--- src/rtl/alu_seq.sv ---
// Clocked N-bit ALU with eight modes stepped by a synchronised push-button.
// Multiply is a sequential shift-add; the result drives two active-low hex digits.
module alu_seq #(
    parameter int N = 4
) (
    input  logic             clk,
    input  logic             rst_n,
    input  logic [N-1:0]     in1,
    input  logic [N-1:0]     in2,
    input  logic             click,
    input  logic             start,
    output logic [2:0]       mode,
    output logic             busy,
    output logic             done,
    output logic             neg,
    output logic             cero,
    output logic             carry,
    output logic             des,
    output logic [2*N-1:0]   num,
    output logic [1:0][6:0]  out
);

    localparam int CW = (N > 1) ? $clog2(N) : 1;
    localparam int DW = (2 * N > 8) ? 2 * N : 8;

    typedef enum logic [1:0] {IDLE, MUL, FIN} state_t;
    typedef enum logic [2:0] {
        OP_ADD, OP_SUB, OP_MUL, OP_AND, OP_OR, OP_XOR, OP_SHL, OP_SHR
    } op_t;

    state_t           state;
    op_t              op_r;
    logic [CW-1:0]    cnt;
    logic [N-1:0]     a_r, b_r, mplier;
    logic [2*N-1:0]   mcand, prod;
    logic             sync1, sync2, sync3;
    logic             click_edge;

    logic [N:0]       sum, diff;
    logic [2*N-1:0]   shl_w, shr_w, res;
    logic [N-1:0]     res_lo;
    logic             f_neg, f_carry, f_des;
    logic [DW-1:0]    numx;

    assign click_edge = sync2 & ~sync3;

    // NOTE: every signal written here gets a default first, so no path can infer a latch.
    always_comb begin
        sum     = {1'b0, a_r} + {1'b0, b_r};
        diff    = {1'b0, a_r} - {1'b0, b_r};
        shl_w   = {{N{1'b0}}, a_r} << b_r;
        shr_w   = {a_r, {N{1'b0}}} >> b_r;
        res_lo  = '0;
        f_carry = 1'b0;
        f_des   = 1'b0;
        case (op_r)
            OP_ADD: begin
                res_lo  = sum[N-1:0];
                f_carry = sum[N];
                f_des   = (a_r[N-1] == b_r[N-1]) && (sum[N-1] != a_r[N-1]);
            end
            OP_SUB: begin
                res_lo  = diff[N-1:0];
                f_carry = diff[N];
                f_des   = (a_r[N-1] != b_r[N-1]) && (diff[N-1] != a_r[N-1]);
            end
            OP_MUL: f_carry = |prod[2*N-1:N];
            OP_AND: res_lo = a_r & b_r;
            OP_OR:  res_lo = a_r | b_r;
            OP_XOR: res_lo = a_r ^ b_r;
            // Widened shifts: the bit just past the kept field is the last one shifted out.
            OP_SHL: begin
                res_lo  = shl_w[N-1:0];
                f_carry = shl_w[N];
            end
            OP_SHR: begin
                res_lo  = shr_w[2*N-1:N];
                f_carry = shr_w[N-1];
            end
            default: ;
        endcase
        res   = (op_r == OP_MUL) ? prod : {{N{1'b0}}, res_lo};
        f_neg = (op_r != OP_MUL) && res_lo[N-1];
    end

    // NOTE: sequential state uses non-blocking assignments so every flop samples pre-edge values.
    always_ff @(posedge clk or negedge rst_n) begin
        if (!rst_n) begin
            state  <= IDLE;
            op_r   <= OP_ADD;
            cnt    <= '0;
            a_r    <= '0;
            b_r    <= '0;
            mplier <= '0;
            mcand  <= '0;
            prod   <= '0;
            sync1  <= 1'b0;
            sync2  <= 1'b0;
            sync3  <= 1'b0;
            mode   <= 3'd0;
            busy   <= 1'b0;
            done   <= 1'b0;
            num    <= '0;
            neg    <= 1'b0;
            cero   <= 1'b0;
            carry  <= 1'b0;
            des    <= 1'b0;
        end else begin
            sync1 <= click;
            sync2 <= sync1;
            sync3 <= sync2;
            done  <= 1'b0;
            if (click_edge && !busy && state != MUL)
                mode <= mode + 3'd1;
            case (state)
                IDLE: if (start) begin
                    a_r  <= in1;
                    b_r  <= in2;
                    op_r <= op_t'(mode);
                    if (mode == 3'(OP_MUL)) begin
                        cnt    <= '0;
                        prod   <= '0;
                        mcand  <= {{N{1'b0}}, in1};
                        mplier <= in2;
                        state  <= MUL;
                    end else begin
                        state <= FIN;
                    end
                end
                MUL: begin
                    busy <= 1'b1;
                    if (mplier[0])
                        prod <= prod + mcand;
                    mcand  <= mcand << 1;
                    mplier <= mplier >> 1;
                    cnt    <= cnt + 1'b1;
                    if (cnt == CW'(N - 1))
                        state <= FIN;
                end
                FIN: begin
                    num   <= res;
                    neg   <= f_neg;
                    cero  <= (res == '0);
                    carry <= f_carry;
                    des   <= f_des;
                    done  <= 1'b1;
                    busy  <= 1'b0;
                    state <= IDLE;
                end
                default: state <= IDLE;
            endcase
        end
    end

    function automatic logic [6:0] hex7(input logic [3:0] v);
        case (v)
            4'h0: hex7 = 7'b1000000;
            4'h1: hex7 = 7'b1111001;
            4'h2: hex7 = 7'b0100100;
            4'h3: hex7 = 7'b0110000;
            4'h4: hex7 = 7'b0011001;
            4'h5: hex7 = 7'b0010010;
            4'h6: hex7 = 7'b0000010;
            4'h7: hex7 = 7'b1111000;
            4'h8: hex7 = 7'b0000000;
            4'h9: hex7 = 7'b0010000;
            4'ha: hex7 = 7'b0001000;
            4'hb: hex7 = 7'b0000011;
            4'hc: hex7 = 7'b1000110;
            4'hd: hex7 = 7'b0100001;
            4'he: hex7 = 7'b0000110;
            default: hex7 = 7'b0001110;
        endcase
    endfunction

    assign numx   = DW'(num);
    assign out[0] = hex7(numx[3:0]);
    assign out[1] = hex7(numx[7:4]);

endmodule
--- config.mk ---
export PLATFORM = sky130hd
export DESIGN_NAME = alu_seq
export DESIGN_NICKNAME = d
export VERILOG_FILES = /design/src/rtl/alu_seq.sv
export SDC_FILE = /design/constraint.sdc
export NUM_CORES = 1
export LEC_CHECK = 0
export BUFFER_PORTS_ARGS = -buffer_cell sky130_fd_sc_hd__buf_2
export CAP_MARGIN = 20
export CORE_MARGIN = 2
export CORE_UTILIZATION = 35
export DETAILED_ROUTE_END_ITERATION = 16
export SYNTH_ARGS = -nofsm -noshare
export SYNTH_HDL_FRONTEND = slang
export SYNTH_SLANG_ARGS = --single-unit
--- constraint.sdc ---
create_clock -name clk -period 5.7 [get_ports clk]
set_clock_uncertainty 0.2 [all_clocks]
set_input_delay 0.57 -clock clk [delete_from_list [all_inputs] [get_ports clk]]
set_output_delay 0.57 -clock clk [all_outputs]
set_load 0.01 [all_outputs]
==> out/metrics.yaml <==
worst_setup_path_start_kind: "register"
synth_top_area_share_pct: 34.0
crit_path_max_fanout: 22
cts_hold_buffers: 0
fmax_ghz: 0.312
finalCritPeriodShare_pct: 56.2
antenna_found_initial: 0
path_cells: "inv_1 > ha_1 > inv_1 > o21ai_0 > buf_2 > nand3_1 > a2111o_1 > o211ai_1"
gp_congestion: 0.874
cts_htree_levels: 2
fillers: 1133
ios: 43
synth.cells.most_frequent: "dfrtp_1, nand2_1, ha_1"
dp_hpwl_microns: 6650
grt_util_all_layers_pct: 14.6
ir_drop_uv: 300
via_per_inst: 5.36
p_per_area_nw_per_um2: 517
grt_max_degree: 56
synthArstFlopShare_pct: 100
grt_overflow: 0
first_pass_iters: 5
hold_class: "reg -> reg"
tns_ps: 0
netlist_instances: 429
path_clk_slew_ps: 70
critPathMaxStageDelay_ps: 760
tightest_slew_ps: 915
post_cts_buffers: 0
relSlewSlack_pct: 39.0
power.leakage_nw: 2.07
syn_area_per_cell_sq_um: 9.44
status: "complete, no violations"
end_kind: "register"
path_class: "reg -> reg"
finalNetCount: 512
grt_pass1_wl_microns: 15300
syn_nets: 483
die_h_microns: 112
final_hold_viol_count: 0
num_rows: 39
synth_top_cell_by_area: "dfrtp_1"
drc: 0
drive_gt1_share_pct: 17.4
maxCapViolations: 0
ys_ff_latch: 55
rsz0062_at_grt: "false"
routed_wl_microns: 9010
path_common_cell: "inv_1"
cts_buffers: 5
cts_sinks: 55
netlist_area_sq_um: 4050
grt_pass1_vias: 3080
num_vias: 3228
fp.coreArea_sq_um: 11400
cts_resized: 0
start_util_pct: 35.6
ys_warn_count: 0
clockBufferDepth: 2
period_needed_ps: 3200
diodes: 0
ys_seq_area_share_pct: 34.0
area_delta_synth_final_pct: 10.7
clock_latency_ps: 300
port_buffers: 42
die_w_microns: 112
ys_types: 66
rrSetupSlack_ps: 2500
die_area_sq_um: 12400
synth-edff-count: 0
drtAntennaViolNets: 0
cts_tree: "built"
synth.area.top_cells: "dfrtp_1, ha_1, mux2i_1, nand2_1, mux2_2"
setup_viol: 0
final_max_slew_viol_count: 0
cts_root_buf: "clkbuf_16"
worst_hold_slack_ps: 165
wl_per_cell_microns: 15.0
synth.most_common_cell: "dfrtp_1"
critPathArrivalTime_ps: 3210
cpMaxStageDelayCell: "ha_1"
dr.first_iter.drc_count: 216
synth_flop_cell: "dfrtp_1"
cp.required_ps: 5710
-- per-layer routing --
metal	wire length [microns]	track usage (%)	vias up
li1	-	-	1593
met1	4600	21.0	1557
met2	3950	23.1	66
met3	368	3.05	12
met4	99	2.80	0
met5	0	0	-
-- through the flow --
| stage | power, mW | util [%] | setup slack [ps] | instance area, sq um | std cells |
|---|---|---|---|---|---|
| 2_1_floorplan | 1.71 | - | 3290 | 4050 | 429 |
| 3_3_place_gp | 1.98 | 38.0 | 2230 | 4320 | 593 |
| 3_5_place_dp | 2.02 | 38.1 | 2520 | 4330 | 594 |
| 4_1_cts | 2.33 | 39.4 | 2510 | 4480 | 602 |
| 5_1_grt | 2.52 | 39.4 | 2210 | 4480 | 602 |
| 6_report | 2.32 | 39.4 | 2500 | 4480 | 602 |
-- path summary, 6_finish.rpt --
| check | cells after the start | from | endpoint |
|---|---|---|---|
| worst max-delay path | 8 | state[1] | prod[6] |
| worst min-delay path | 0 | sync1 | sync2 |
| worst max register to register | 8 | state[1] | prod[6] |
| worst min register to register | 0 | sync1 | sync2 |
| max in group asynchronous | 2 | rst_n | cero |
| min in group asynchronous | 2 | rst_n | state[1] |
-- critical path: cells and delay by family, from the launching register on --
family / cells / cell delay [ps]
adder cells (fa/ha/maj): 1 / 760
buffers and inverters: 3 / 680
AO/OA/AOI/OAI: 3 / 950
AND/OR/NAND/NOR: 1 / 140
flip-flops: 1 / 400
-- power by group --
part           switching [mW]  internal, mW  leakage (nW)
Combinational           0.665         0.590          1.30
Sequential              0.234         0.513         0.694
Clock                   0.139         0.176        0.0741
-- cell usage in the layout, fill, tap and decap left out, types with 2 or more instances in the layout --
master,count
nand2b_1,3
clkbuf_16,5
nor2b_1,10
o22ai_1,8
a221oi_1,2
a22o_1,6
a21oi_1,12
or3_1,2
buf_2,43
o21ai_0,29
a21o_1,6
inv_1,30
mux2_2,13
nand3_1,11
nor3_1,4
or3b_1,2
nand2_1,41
a211oi_1,2
a211o_1,2
xor2_1,2
and4b_1,2
o21bai_1,4
mux4_2,3
o311ai_0,3
xnor2_1,7
nor4b_1,4
o31ai_1,5
a31oi_1,6
and2_1,3
nor4_1,2
o211ai_1,4
fa_1,3
buf_4,4
ha_1,39
nor3b_1,4
mux2i_1,19
dfrtp_1,55
nor2_1,30
o2111ai_1,2
-- kinds of logic after synthesis --
| family | synth area share [%] |
|---|---|
| AOI/OAI and AO/OA | 18.6 |
| xor gates and xnor gates | 1.95 |
| adders and majority gates | 13.5 |
| buffers and inverters | 6.31 |
| DFF | 34.0 |
| muxes | 9.98 |
| and+or+nand+nor | 15.6 |
-- flip-flops by register name (all words and copies together) (netlist names) --
name / count
des: 1
carry: 1
b_r: 4
op_r: 3
sync3: 1
mode: 3
sync1: 1
cero: 1
num: 8
busy: 1
state: 2
prod: 8
a_r: 4
mcand: 8
cnt: 2
sync2: 1
mplier: 4
done: 1
neg: 1
-- final cells by class --
class                   instances  area, sq um  area share, %
clock buffers                   7          143           3.18
clock inverters                 1         8.76          0.195
inverters                      30          113           2.51
multi-input cells             319         2420           53.9
flip-flops and latches         55         1380           30.7
well taps                     143          179           3.99
repair buffers                 47          245           5.47
Power figures use the tool's default switching activity.
